--- config.mk ---
export PLATFORM = sky130hd
export DESIGN_NAME = enemy_spawn_ctrl_flat
export DESIGN_NICKNAME = d
export VERILOG_FILES = /design/src/rtl/race_gear_pkg.sv /design/src/rtl/enemy_spawn_ctrl_if.sv /design/src/rtl/enemy_spawn_ctrl_lane_sel.sv /design/src/rtl/enemy_spawn_ctrl.sv /design/src/flat_wrapper.sv
export SDC_FILE = /design/constraint.sdc
export NUM_CORES = 1
export LEC_CHECK = 0
export ABC_AREA = 1
export BUFFER_PORTS_ARGS = -buffer_cell sky130_fd_sc_hd__buf_2
export CORE_MARGIN = 8
export CORE_UTILIZATION = 34
export CTS_CLUSTER_DIAMETER = 120
export DETAILED_ROUTE_END_ITERATION = 8
export PLACE_DENSITY = 0.59
export SKIP_CTS_REPAIR_TIMING = 1
export SLEW_MARGIN = 0
export SYNTH_ARGS = -nofsm -noshare
export SYNTH_HDL_FRONTEND = slang
export SYNTH_SLANG_ARGS = --single-unit
--- constraint.sdc ---
create_clock -name enemy_clk -period 1.7 [get_ports enemy_clk]
set_input_delay 0.17 -clock enemy_clk [delete_from_list [all_inputs] [get_ports enemy_clk]]
set_output_delay 0.17 -clock enemy_clk [all_outputs]
set_load 0.02 [all_outputs]
--- src/rtl/race_gear_pkg.sv ---
// ---------------------------------------------------------------------------
// race_gear_pkg
// Shared constants and types for the enemy respawn logic.
//   - Lane x positions (left / centre / right)
//   - Spawn start row and the parked "slot free" row
//   - Car height, the vertical distance two enemies need to avoid sharing a lane
//   - Controller state enumeration
//   - lane_of_idx: lane index (0=L, 1=C, 2=R) to x coordinate
// ---------------------------------------------------------------------------
package race_gear_pkg;

   localparam logic [9:0] LANE_L  = 10'd197;
   localparam logic [9:0] LANE_C  = 10'd279;
   localparam logic [9:0] LANE_R  = 10'd361;
   localparam logic [9:0] SPAWN_Y = 10'd0;
   localparam logic [9:0] END_Y   = 10'd620;
   localparam logic [9:0] CAR_H   = 10'd121;

   typedef enum logic [1:0] {
      IDLE   = 2'd0,
      WARMUP = 2'd1,
      RUN    = 2'd2,
      FROZEN = 2'd3
   } state_e;

   function automatic logic [9:0] lane_of_idx(input logic [1:0] idx);
      logic [9:0] x_s;
      case (idx)
         2'd0:    x_s = LANE_L;
         2'd1:    x_s = LANE_C;
         default: x_s = LANE_R;
      endcase
      return x_s;
   endfunction

endpackage

--- src/rtl/enemy_spawn_ctrl_if.sv ---
// ---------------------------------------------------------------------------
// enemy_spawn_ctrl_if
// Respawn handshake between the two enemy slots and the spawn controller.
//   slot_y0 / slot_y1   current row of each enemy slot (END_Y = slot free)
//   spawn_en            one-cycle spawn command, one bit per slot
//   spawn_x0 / spawn_x1 lane for each slot, valid while spawn_en is high
//   spawn_y0 / spawn_y1 start row for each slot, valid while spawn_en is high
// Modports:
//   master  enemy side, drives slot rows and receives spawn commands
//   slave   controller side, observes slot rows and issues spawn commands
// ---------------------------------------------------------------------------
interface enemy_spawn_ctrl_if;

   logic [9:0] slot_y0;
   logic [9:0] slot_y1;
   logic [1:0] spawn_en;
   logic [9:0] spawn_x0;
   logic [9:0] spawn_x1;
   logic [9:0] spawn_y0;
   logic [9:0] spawn_y1;

   modport master (
      output slot_y0, slot_y1,
      input  spawn_en, spawn_x0, spawn_x1, spawn_y0, spawn_y1
   );

   modport slave (
      input  slot_y0, slot_y1,
      output spawn_en, spawn_x0, spawn_x1, spawn_y0, spawn_y1
   );

endinterface

--- src/rtl/enemy_spawn_ctrl_lane_sel.sv ---
// ---------------------------------------------------------------------------
// spawn_lane_sel
// Combinational lane picker for one enemy slot.
//   rnd      3 random bits, reduced mod 3 to a lane index (0=L, 1=C, 2=R)
//   other_x  last lane given to the other slot
//   other_y  current row of the other slot
//   lane_x   chosen lane x
// If the picked lane is the one the other enemy is still near the top of,
// the index is rotated by one so two cars do not stack in the same lane.
// ---------------------------------------------------------------------------
module spawn_lane_sel
   import race_gear_pkg::*;
(
   input  logic [2:0] rnd,
   input  logic [9:0] other_x,
   input  logic [9:0] other_y,
   output logic [9:0] lane_x
);

   logic [1:0] idx_s;
   logic [1:0] rot_s;
   logic [9:0] pick_s;

   // mod-3 reduction of rnd, then one avoidance rotation when blocked
   always_comb begin
      case (rnd)
         3'd0, 3'd3, 3'd6: idx_s = 2'd0;
         3'd1, 3'd4, 3'd7: idx_s = 2'd1;
         default:          idx_s = 2'd2;
      endcase
      pick_s = lane_of_idx(idx_s);
      if ((pick_s == other_x) && (other_y < CAR_H)) begin
         if (idx_s == 2'd2) begin
            rot_s = 2'd0;
         end else begin
            rot_s = idx_s + 2'd1;
         end
      end else begin
         rot_s = idx_s;
      end
      lane_x = lane_of_idx(rot_s);
   end

endmodule

--- src/rtl/enemy_spawn_ctrl.sv ---
// ---------------------------------------------------------------------------
// enemy_spawn_ctrl
// Responder side of the enemy respawn handshake. Staggers the first two
// spawns after reset, then grants a respawn whenever a slot parks at END_Y,
// keeping at least MIN_GAP ticks between grants and alternating between the
// slots when both are waiting. Also steps the enemy clock accelerator and
// freezes everything on a collision until reset.
// Ports:
//   enemy_clk  block clock (enemy tick)
//   reset      synchronous, active-high
//   rnd        random bits for lane choice
//   collision  player hit (level)
//   spawn_bus  enemy_spawn_ctrl_if.slave: slot rows in, spawn commands out
//   accel      accelerator value for the enemy clock divider
//   frozen     high once a collision has frozen the game
// Build option:
//   SPAWN_LFSR_EN  when defined, rnd is ignored and an internal 8-bit
//                  Fibonacci LFSR (taps 8,6,5,4, seed 8'h01) supplies the
//                  random bits.
// ---------------------------------------------------------------------------
module enemy_spawn_ctrl
   import race_gear_pkg::*;
#(
   parameter int MIN_GAP      = 150,
   parameter int SECOND_DELAY = 250,
   parameter int ACCEL_PERIOD = 250,
   parameter int ACCEL_STEP   = 1000,
   parameter int ACCEL_MAX    = 100000
) (
   input  logic               enemy_clk,
   input  logic               reset,
   input  logic [2:0]         rnd,
   input  logic               collision,
   enemy_spawn_ctrl_if.slave  spawn_bus,
   output logic [24:0]        accel,
   output logic               frozen
);

   localparam logic [1:0] ST_IDLE   = 2'(IDLE);
   localparam logic [1:0] ST_WARMUP = 2'(WARMUP);
   localparam logic [1:0] ST_RUN    = 2'(RUN);
   localparam logic [1:0] ST_FROZEN = 2'(FROZEN);

   logic [1:0]  state_r;
   logic [15:0] tick_r;
   logic [15:0] gap_r;
   logic        rr_r;
   logic [1:0]  spawn_en_r;
   logic [9:0]  spawn_x0_r;
   logic [9:0]  spawn_x1_r;
   logic [9:0]  spawn_y0_r;
   logic [9:0]  spawn_y1_r;
   logic [24:0] accel_r;
   logic        frozen_r;

   logic        req0_s;
   logic        req1_s;
   logic        contend_s;
   logic        grant0_s;
   logic        grant1_s;
   logic [15:0] gap_inc_s;
   logic [24:0] accel_sum_s;
   logic [24:0] accel_next_s;
   logic [9:0]  lane0_s;
   logic [9:0]  lane1_s;
   logic [2:0]  rnd_s;

`ifdef SPAWN_LFSR_EN
   logic [7:0] lfsr_r;
   logic       unused_rnd_s;

   assign unused_rnd_s = ^rnd;

   // free-running random source, advances every cycle out of reset
   always_ff @(posedge enemy_clk) begin
      if (reset) begin
         lfsr_r <= 8'h01;
      end else begin
         lfsr_r <= {lfsr_r[6:0], lfsr_r[7] ^ lfsr_r[5] ^ lfsr_r[4] ^ lfsr_r[3]};
      end
   end

   assign rnd_s = lfsr_r[2:0];
`else
   assign rnd_s = rnd;
`endif

   spawn_lane_sel u_lane_sel0 (
      .rnd     (rnd_s),
      .other_x (spawn_x1_r),
      .other_y (spawn_bus.slot_y1),
      .lane_x  (lane0_s)
   );

   spawn_lane_sel u_lane_sel1 (
      .rnd     (rnd_s),
      .other_x (spawn_x0_r),
      .other_y (spawn_bus.slot_y0),
      .lane_x  (lane1_s)
   );

   // request decode, spacing gate, round-robin arbitration, accelerator step
   always_comb begin
      req0_s    = (spawn_bus.slot_y0 == END_Y);
      req1_s    = (spawn_bus.slot_y1 == END_Y);
      contend_s = req0_s & req1_s;
      // gap including the current tick, so grants land exactly MIN_GAP apart
      if (gap_r >= 16'(MIN_GAP)) begin
         gap_inc_s = 16'(MIN_GAP);
      end else begin
         gap_inc_s = gap_r + 16'd1;
      end
      grant0_s = 1'b0;
      grant1_s = 1'b0;
      if (gap_inc_s >= 16'(MIN_GAP)) begin
         if (contend_s) begin
            if (rr_r == 1'b0) begin
               grant0_s = 1'b1;
            end else begin
               grant1_s = 1'b1;
            end
         end else begin
            grant0_s = req0_s;
            grant1_s = req1_s;
         end
      end else begin
         grant0_s = 1'b0;
         grant1_s = 1'b0;
      end
      accel_sum_s = accel_r + 25'(ACCEL_STEP);
      if (accel_sum_s >= 25'(ACCEL_MAX)) begin
         accel_next_s = 25'd0;
      end else begin
         accel_next_s = accel_sum_s;
      end
   end

   // controller state, spawn command registers, counters and accelerator
   always_ff @(posedge enemy_clk) begin
      if (reset) begin
         state_r    <= ST_IDLE;
         tick_r     <= 16'd0;
         gap_r      <= 16'(MIN_GAP);
         rr_r       <= 1'b0;
         spawn_en_r <= 2'b00;
         spawn_x0_r <= LANE_C;
         spawn_x1_r <= LANE_C;
         spawn_y0_r <= END_Y;
         spawn_y1_r <= END_Y;
         accel_r    <= 25'd0;
         frozen_r   <= 1'b0;
      end else begin
         case (state_r)
            ST_IDLE: begin
               state_r    <= ST_WARMUP;
               spawn_en_r <= 2'b00;
            end
            ST_WARMUP: begin
               if (collision) begin
                  state_r    <= ST_FROZEN;
                  frozen_r   <= 1'b1;
                  spawn_en_r <= 2'b00;
               end else if (tick_r == 16'(SECOND_DELAY - 1)) begin
                  spawn_en_r <= 2'b10;
                  spawn_x1_r <= LANE_R;
                  spawn_y1_r <= SPAWN_Y;
                  gap_r      <= 16'd0;
                  tick_r     <= 16'd0;
                  state_r    <= ST_RUN;
               end else if (tick_r == 16'd0) begin
                  spawn_en_r <= 2'b01;
                  spawn_x0_r <= LANE_L;
                  spawn_y0_r <= SPAWN_Y;
                  tick_r     <= tick_r + 16'd1;
               end else begin
                  spawn_en_r <= 2'b00;
                  tick_r     <= tick_r + 16'd1;
               end
            end
            ST_RUN: begin
               if (collision) begin
                  // pending grant is dropped; counters hold from here on
                  state_r    <= ST_FROZEN;
                  frozen_r   <= 1'b1;
                  spawn_en_r <= 2'b00;
               end else begin
                  spawn_en_r <= {grant1_s, grant0_s};
                  if (grant0_s | grant1_s) begin
                     gap_r <= 16'd0;
                  end else begin
                     gap_r <= gap_inc_s;
                  end
                  if (grant0_s) begin
                     spawn_x0_r <= lane0_s;
                     spawn_y0_r <= SPAWN_Y;
                  end
                  if (grant1_s) begin
                     spawn_x1_r <= lane1_s;
                     spawn_y1_r <= SPAWN_Y;
                  end
                  // round-robin pointer moves only when both slots competed
                  if (contend_s & (grant0_s | grant1_s)) begin
                     rr_r <= ~rr_r;
                  end
                  if (tick_r == 16'(ACCEL_PERIOD - 1)) begin
                     tick_r  <= 16'd0;
                     accel_r <= accel_next_s;
                  end else begin
                     tick_r  <= tick_r + 16'd1;
                  end
               end
            end
            ST_FROZEN: begin
               spawn_en_r <= 2'b00;
               frozen_r   <= 1'b1;
            end
            default: begin
               state_r    <= ST_IDLE;
               spawn_en_r <= 2'b00;
            end
         endcase
      end
   end

   assign spawn_bus.spawn_en = spawn_en_r;
   assign spawn_bus.spawn_x0 = spawn_x0_r;
   assign spawn_bus.spawn_x1 = spawn_x1_r;
   assign spawn_bus.spawn_y0 = spawn_y0_r;
   assign spawn_bus.spawn_y1 = spawn_y1_r;
   assign accel              = accel_r;
   assign frozen             = frozen_r;

endmodule

--- src/flat_wrapper.sv ---
// flat-port wrapper written by rule: the top's interface ports become plain ports
module enemy_spawn_ctrl_flat import race_gear_pkg::*;
#(
   parameter int MIN_GAP      = 150,
   parameter int SECOND_DELAY = 250,
   parameter int ACCEL_PERIOD = 250,
   parameter int ACCEL_STEP   = 1000,
   parameter int ACCEL_MAX    = 100000
)
  (enemy_clk, reset, rnd, collision, accel, frozen, spawn_bus_slot_y0, spawn_bus_slot_y1, spawn_bus_spawn_en, spawn_bus_spawn_x0, spawn_bus_spawn_x1, spawn_bus_spawn_y0, spawn_bus_spawn_y1);
  enemy_spawn_ctrl_if spawn_bus_i ();
  input  logic enemy_clk;
  input  logic reset;
  input  logic [2:0] rnd;
  input  logic collision;
  output logic [24:0] accel;
  output logic frozen;
  input wire logic [$bits(spawn_bus_i.slot_y0)-1:0] spawn_bus_slot_y0;
  input wire logic [$bits(spawn_bus_i.slot_y1)-1:0] spawn_bus_slot_y1;
  output wire logic [$bits(spawn_bus_i.spawn_en)-1:0] spawn_bus_spawn_en;
  output wire logic [$bits(spawn_bus_i.spawn_x0)-1:0] spawn_bus_spawn_x0;
  output wire logic [$bits(spawn_bus_i.spawn_x1)-1:0] spawn_bus_spawn_x1;
  output wire logic [$bits(spawn_bus_i.spawn_y0)-1:0] spawn_bus_spawn_y0;
  output wire logic [$bits(spawn_bus_i.spawn_y1)-1:0] spawn_bus_spawn_y1;
  assign spawn_bus_i.slot_y0 = spawn_bus_slot_y0;
  assign spawn_bus_i.slot_y1 = spawn_bus_slot_y1;
  assign spawn_bus_spawn_en = spawn_bus_i.spawn_en;
  assign spawn_bus_spawn_x0 = spawn_bus_i.spawn_x0;
  assign spawn_bus_spawn_x1 = spawn_bus_i.spawn_x1;
  assign spawn_bus_spawn_y0 = spawn_bus_i.spawn_y0;
  assign spawn_bus_spawn_y1 = spawn_bus_i.spawn_y1;
  enemy_spawn_ctrl #(.MIN_GAP(MIN_GAP), .SECOND_DELAY(SECOND_DELAY), .ACCEL_PERIOD(ACCEL_PERIOD), .ACCEL_STEP(ACCEL_STEP), .ACCEL_MAX(ACCEL_MAX)) u_core (.enemy_clk(enemy_clk), .reset(reset), .rnd(rnd), .collision(collision), .spawn_bus(spawn_bus_i), .accel(accel), .frozen(frozen));
endmodule
Word level (Yosys, flattened, before mapping)
Cells that the tools add are included.
{"block": "totals", "inputBits": 26, "out_inout_bits": 68, "regBits": 103, "word_cells": 129}
{"block": "classes", "n_reduce_logical": 23, "n_bitwise": 5, "mux": 54, "eq_ne": 27, "n_addsub": 4, "magnitude_cmp": 5}
{"op": "$mux 10", "n": 18}
{"op": "$mux 16", "n": 6}
{"op": "$pmux 10 s2", "n": 4}
{"op": "$pmux 9 s2", "n": 3}
{"op": "$add 16x1->16 const B", "n": 2}
{"op": "$ge 16x8->1 const B", "n": 2}
{"op": "$pmux 16 s2", "n": 1}
{"op": "$add 25x10->25 const B", "n": 1}
{"op": "$ge 25x17->1 const B", "n": 1}
{"op": "$mux 25", "n": 1}
{"op": "$eq 10x10->1 const B", "n": 2}
{"op": "$eq 9x10->1", "n": 2}
{"op": "$lt 10x7->1 const B", "n": 2}
{"op": "$mux 2", "n": 9}
{"op": "$eq 16x8->1 const B", "n": 1}
{"op": "$logic_not 16->1", "n": 1}
{"op": "$pmux 2 s3", "n": 2}
{"op": "$ne 2x1->1 const B", "n": 5}
{"op": "$eq 3x3->1 const B", "n": 3}
{"op": "$reduce_and 3->1", "n": 3}
{"op": "$eq 2x1->1 const B", "n": 4}
{"op": "$logic_not 2->1", "n": 4}
{"op": "$mux 1", "n": 8}
{"op": "$ne 2x2->1 const B", "n": 4}
{"op": "other kinds (20)", "n": 29}

Longest topological paths before layout
{"block": "logic_depth", "ltp_word": 13, "ltp_mapped": 16}

By module
A second synthesis with hierarchy kept.
{"block": "unflattened", "cells_unflattened": 822, "hier_area_um2": 5589.1}
{"module": "enemy_spawn_ctrl", "cells_per_inst": 646, "instances": 1, "seq_area_each_um2": 1641.6, "area_per_inst_um2": 4692.0}
{"module": "spawn_lane_sel at u_core.u_lane_sel0", "cells_per_inst": 110, "instances": 1, "seq_area_each_um2": 0.0, "area_per_inst_um2": 545.5}
{"module": "spawn_lane_sel at u_core.u_lane_sel1", "cells_per_inst": 66, "instances": 1, "seq_area_each_um2": 0.0, "area_per_inst_um2": 351.6}

Worst setup path after synthesis
No wires, ideal clock.
{"block": "synth_path", "kind": "flip-flop to flip-flop", "start": "register u_core.state_r[0]", "end": "register u_core.tick_r[14]", "setup_time_ns": 0.058, "arrival_ns": 1.841, "path_stages_with_launch": 10, "setup_slack_ns": -0.198, "n_path_buf": 1, "t_required_ns": 1.642, "path_cell_list": "dfxtp_1 inv_1 ha_1 nor2_1 buf_2 nand3_1 nor4_1 nand3_1 a21oi_1 o21a_1"}
{"block": "synth_between", "elab_chain_len": 3, "elab_cells_between_ends": 4, "cone_classes": "2 x eq/ne; 2 x reduce/logical"}
{"element": "from (decl)", "line_no": "enemy_spawn_ctrl.sv:44", "source": "logic [1:0] state_r;"}
{"element": "from (signal assigned)", "line_no": "enemy_spawn_ctrl.sv:141", "source": "state_r <= ST_IDLE;"}
{"element": "from (signal assigned)", "line_no": "enemy_spawn_ctrl.sv:155", "source": "state_r <= ST_WARMUP;"}
{"element": "from (signal assigned)", "line_no": "enemy_spawn_ctrl.sv:160", "source": "state_r <= ST_FROZEN;"}
{"element": "$eq 2x1->1 / $eq 2x2->1 (equally long branches)", "line_no": "enemy_spawn_ctrl.sv:153", "source": "case (state_r)"}
{"element": "$reduce_or 2->1 (no line) *"}
{"element": "$reduce_and 2->1 (no line) *"}
{"element": "to (signal assigned)", "line_no": "enemy_spawn_ctrl.sv:174", "source": "tick_r <= tick_r + 16'd1;"}
{"element": "to (signal assigned)", "line_no": "enemy_spawn_ctrl.sv:177", "source": "tick_r <= tick_r + 16'd1;"}
{"element": "to (signal assigned)", "line_no": "enemy_spawn_ctrl.sv:209", "source": "tick_r <= tick_r + 16'd1;"}
{"element": "to (decl)", "line_no": "enemy_spawn_ctrl.sv:45", "source": "logic [15:0] tick_r;"}
Mark *: on every way between the ends. The rest lies on a longest branch, timed or not.
A chain may end at the register's enable or synchronous reset.

Worst setup path after layout
{"block": "layout_path", "start": "register u_core.accel_r[6], in the netlist u_core.accel[6]", "end": "register u_core.accel_r[13], in the netlist u_core.accel[13]"}
{"block": "layout_between", "elab_chain_len": 3}
{"element": "from (decl)", "line_no": "enemy_spawn_ctrl.sv:53", "source": "logic [24:0] accel_r;"}
{"element": "from (signal assigned)", "line_no": "enemy_spawn_ctrl.sv:207", "source": "accel_r <= accel_next_s;"}
{"element": "$add 25x10->25 *", "line_no": "enemy_spawn_ctrl.sv:130", "source": "accel_sum_s = accel_r + 25'(ACCEL_STEP);"}
{"element": "$ge 25x17->1", "line_no": "enemy_spawn_ctrl.sv:131", "source": "if (accel_sum_s >= 25'(ACCEL_MAX)) begin"}
{"element": "$mux 25 *", "line_no": "enemy_spawn_ctrl.sv:131"}
Marked as above.

==> results by group <==
Logic synthesis
  • Top-count cell post-synth: nand2_1
  • Simple-gate portion of the synthesized area: 39.7%
  • Sequential cell area fraction in the yosys report: a little under a third
  • Synth warnings: 0
  • Post-Synth XOR/XNOR Area: 2.82%
  • FF+latch count, synth: between 70 and 80
  • Dominant cells by area after synthesis: dfxtp_1 32%, nand2_1 14%, nor2_1 8.5%
  • Most frequent cells after synthesis: 173 x nand2_1, 105 x nor2_1, 82 x inv_1, 74 x dfxtp_1, 72 x nand3_1
  • Cells after Synth: between 700 and 800
  • Post-synth top flop: dfxtp_1
  • Post-synth ARST share: 0%
  • Adder-cell share of the synthesized area: 2.96%
  • Largest family of logic cells by synthesized area: simple AND/OR/NAND/NOR gates
  • Area leader, netlist: dfxtp_1
  • Area share of the largest cell type after synthesis: 31.8%
  • EDFF count, synth: 0
  • Mux contribution to synthesized area: 0%
  • Mapped Area: 4660 um^2
  • Compound-Gate Fraction of Synth Area: under 10%
  • Synth cell types: 37
  • Synth Area per Inst: ~6.4 um^2

STA
  • Min Clock Period, post-route: between 1.5 and 2 ns
  • Final Cycle Share: 109%
  • Final setup viols: 37
  • RSZ-0062 raised after global routing: true
  • Max Clk Rate: 0.541 GHz
  • Fin. max-slew vios: 0
  • Clock skew: 0.00973 ns
  • Slack of the critical path: -0.147 ns
  • Final hold vios: 0

Placed design
  • Post-DP HPWL: 9820 um
  • Area after DPL: 6020 um^2
  • Placed insts: 1064
  • Final Wtd Congestion: 0.815
  • Number of port buffers: 76

Detailed routing
  • Mean routed wirelength per cell: 12.3 um
  • Vias: 4986
  • Total wire length: 13400 um
  • 1st-pass router iterations: 4
  • Met1 WL: ~6400 um
  • Initial DRC Count: 308
  • Met3 wire length: 706 um
  • Vias per cell: 4.57
  • Routed wl met2: approximately 6000 um
  • Antenna-violating nets left: 0
  • DRC violations left: 0
  • Highest metal used: met5

Clock tree
  • Clock slew at reported path FFs: 0.05 ns
  • TritonCTS clock tree: yes
  • Clock Path Buffers: 2
  • Number of CTS-inserted buffers: 9
  • H-Tree Level Count: 3
  • Latest clock arrival within the worst-skew pair: 0.35 ns
  • Sink Count: 74
  • Root Buffer: clkbuf_16

Critical path
  • Worst R2R Path Depth: 12
  • CP endpoint kind: flip-flop
  • FF-to-FF setup slack: -0.15 ns
  • CP max-delay cell: dfxtp_2
  • Worst path cell trace: nor2_4 -> nand2_2 -> nor2_2 -> nand2_2 -> nand2_2 -> xor2_1 -> nand2_1 -> nor2_1 -> nand2_2 -> nand2_4 -> nand3_1 -> a21oi_2
  • Kind of critical path: reg -> reg
  • CP dominant cell by count: nand2_2
  • CP arrival: 2.12 ns
  • CP required: around 2 ns
  • Crit-path max FO: 7
  • CP peak stage delay: around 0.33 ns
  • Reg-to-reg critical path startpoint: u_core.accel[6]$_SDFFE_PP0P_
  • Setup crit start kind: flip-flop
  • R2r endpoint: u_core.accel[13]$_SDFFE_PP0P_

Job
  • # Max-Cap Violations: 0

Cells and area
  • Fin cells: 1091
  • Area delta synth->final: 45.6%
  • Final instance area: around 6800 um^2
  • ANT cells: 0
  • Share of cells above drive strength 1: 38.5%
  • Final nets: 948

Global route
  • Largest net degree at the start of global routing: 37
  • Initial antenna violation count: 1
  • GRT Total Usage: 14.3%
  • Vias in the first global route: 4481
  • First-pass GRT wire length: 21000 um
  • Grt ovf: 0

Power
  • Max VDD drop: approximately 0.63 mV
  • Leakage: 3.29 nW
  • PD cells: 975 nW/um^2

Floorplanning
  • Core ar.: 13300 um^2
  • IO Pins: between 90 and 100
  • Chip height: 133 um
  • Initial Util: 35.0%
  • Row cnt: 42
  • Die span in x: roughly 130 um
  • DIE AREA: 17700 um^2

Status
  • Outcome: complete, but fails checks
  • Failing checks: negative setup slack

Min path
  • Hold path cells: 4
  • Worst hold endpoint: u_core.spawn_bus.spawn_en[1]$_SDFF_PP0_
  • Hold_sp: collision
  • HP Class: in -> reg
metal layers:
layer,vias up,track usage (%)
li1,2664,-
met1,2206,18.1
met2,99,22.1
met3,15,4.58
met4,2,5.36
met5,-,0
worst max path at each step:
| stage | start | endpoint | slack [ns] | cells past startpoint |
|---|---|---|---|---|
| after floorplan | u_core.state_r[0]$_SDFFE_PP0P_ | u_core.tick_r[14]$_SDFFE_PP0P_ | -0.02 | 9 |
| after global placement | u_core.accel[3]$_SDFFE_PP0P_ | u_core.accel[12]$_SDFFE_PP0P_ | -0.20 | 11 |
| after detailed placement | u_core.accel[5]$_SDFFE_PP0P_ | u_core.accel[13]$_SDFFE_PP0P_ | -0.17 | 12 |
| after CTS | u_core.accel[5]$_SDFFE_PP0P_ | u_core.accel[13]$_SDFFE_PP0P_ | -0.21 | 12 |
| after global routing | u_core.accel[3]$_SDFFE_PP0P_ | u_core.accel[10]$_SDFFE_PP0P_ | -0.32 | 14 |
| final | u_core.accel[6]$_SDFFE_PP0P_ | u_core.accel[13]$_SDFFE_PP0P_ | -0.15 | 12 |
logic make-up (layout without fill, tap and decap cells):
logic type                 count (synthesis)  in the layout
buffers and inverters                    126            299
DFF                                       74             74
adders and majority gates                 11             11
other                                      2             17
and+or+nand+nor                          421            422
AOI/OAI and AO/OA                         77             77
xor gates and xnor gates                  15             15
final cells by class:
type	instances	area, um^2
Sequential cell	74	1540
Multi-Input combinational cell	542	3070
Timing Repair Buffer	201	1370
Tap cell	176	220
Fill cell	1329	6520
Inverter	83	319
Clock buffer	15	268
registers in the layout, summed over array words and instances (netlist names):
register / count
u_core.rr_r: 1
u_core.spawn_bus.spawn_en: 2
u_core.spawn_bus.spawn_y1: 1
u_core.gap_r: 16
u_core.accel: 22
u_core.tick_r: 16
u_core.frozen: 1
u_core.spawn_bus.spawn_x1: 6
u_core.spawn_bus.spawn_y0: 1
u_core.spawn_bus.spawn_x0: 6
u_core.state_r: 2
cell usage in the layout (no fill, tap or decap), types with 23 or more instances in the layout:
cell type / n
buf_4: 118
dfxtp_1: 43
a21oi_1: 42
nor2_2: 23
nand2_1: 154
buf_2: 76
nor3_1: 23
nor2_1: 83
dfxtp_2: 23
nand3_1: 59
inv_1: 72
critical path, delay by kind of cell, from the launching register on:
family / cells / cell delay [ns]
and+or+nand+nor: 10 / 1.08
DFF: 1 / 0.33
xor gates and xnor gates: 1 / 0.21
AOI/OAI and AO/OA: 1 / 0.12
power breakdown:
part | internal [W] | switching (W)
sequential | 0.00194 | 0.000213
combinational | 0.00109 | 0.00158
clock | 0.00106 | 0.000728
stage by stage:
stage               power [W]  utilization (%)  hold slack [ns]  setup WS, ns  setup TNS (ns)
floorplan             0.00373                -            0.368       -0.0211         -0.0340
global placement      0.00439             45.3            0.425        -0.195           -5.54
detailed placement    0.00439             45.3            0.426        -0.166           -5.52
CTS                   0.00620             47.3            0.229        -0.213           -6.42
global route          0.00702             51.0            0.283        -0.322           -9.47
finish                0.00661             51.0            0.267        -0.147           -3.78
Note: power is estimated with default switching activity, not from simulation.
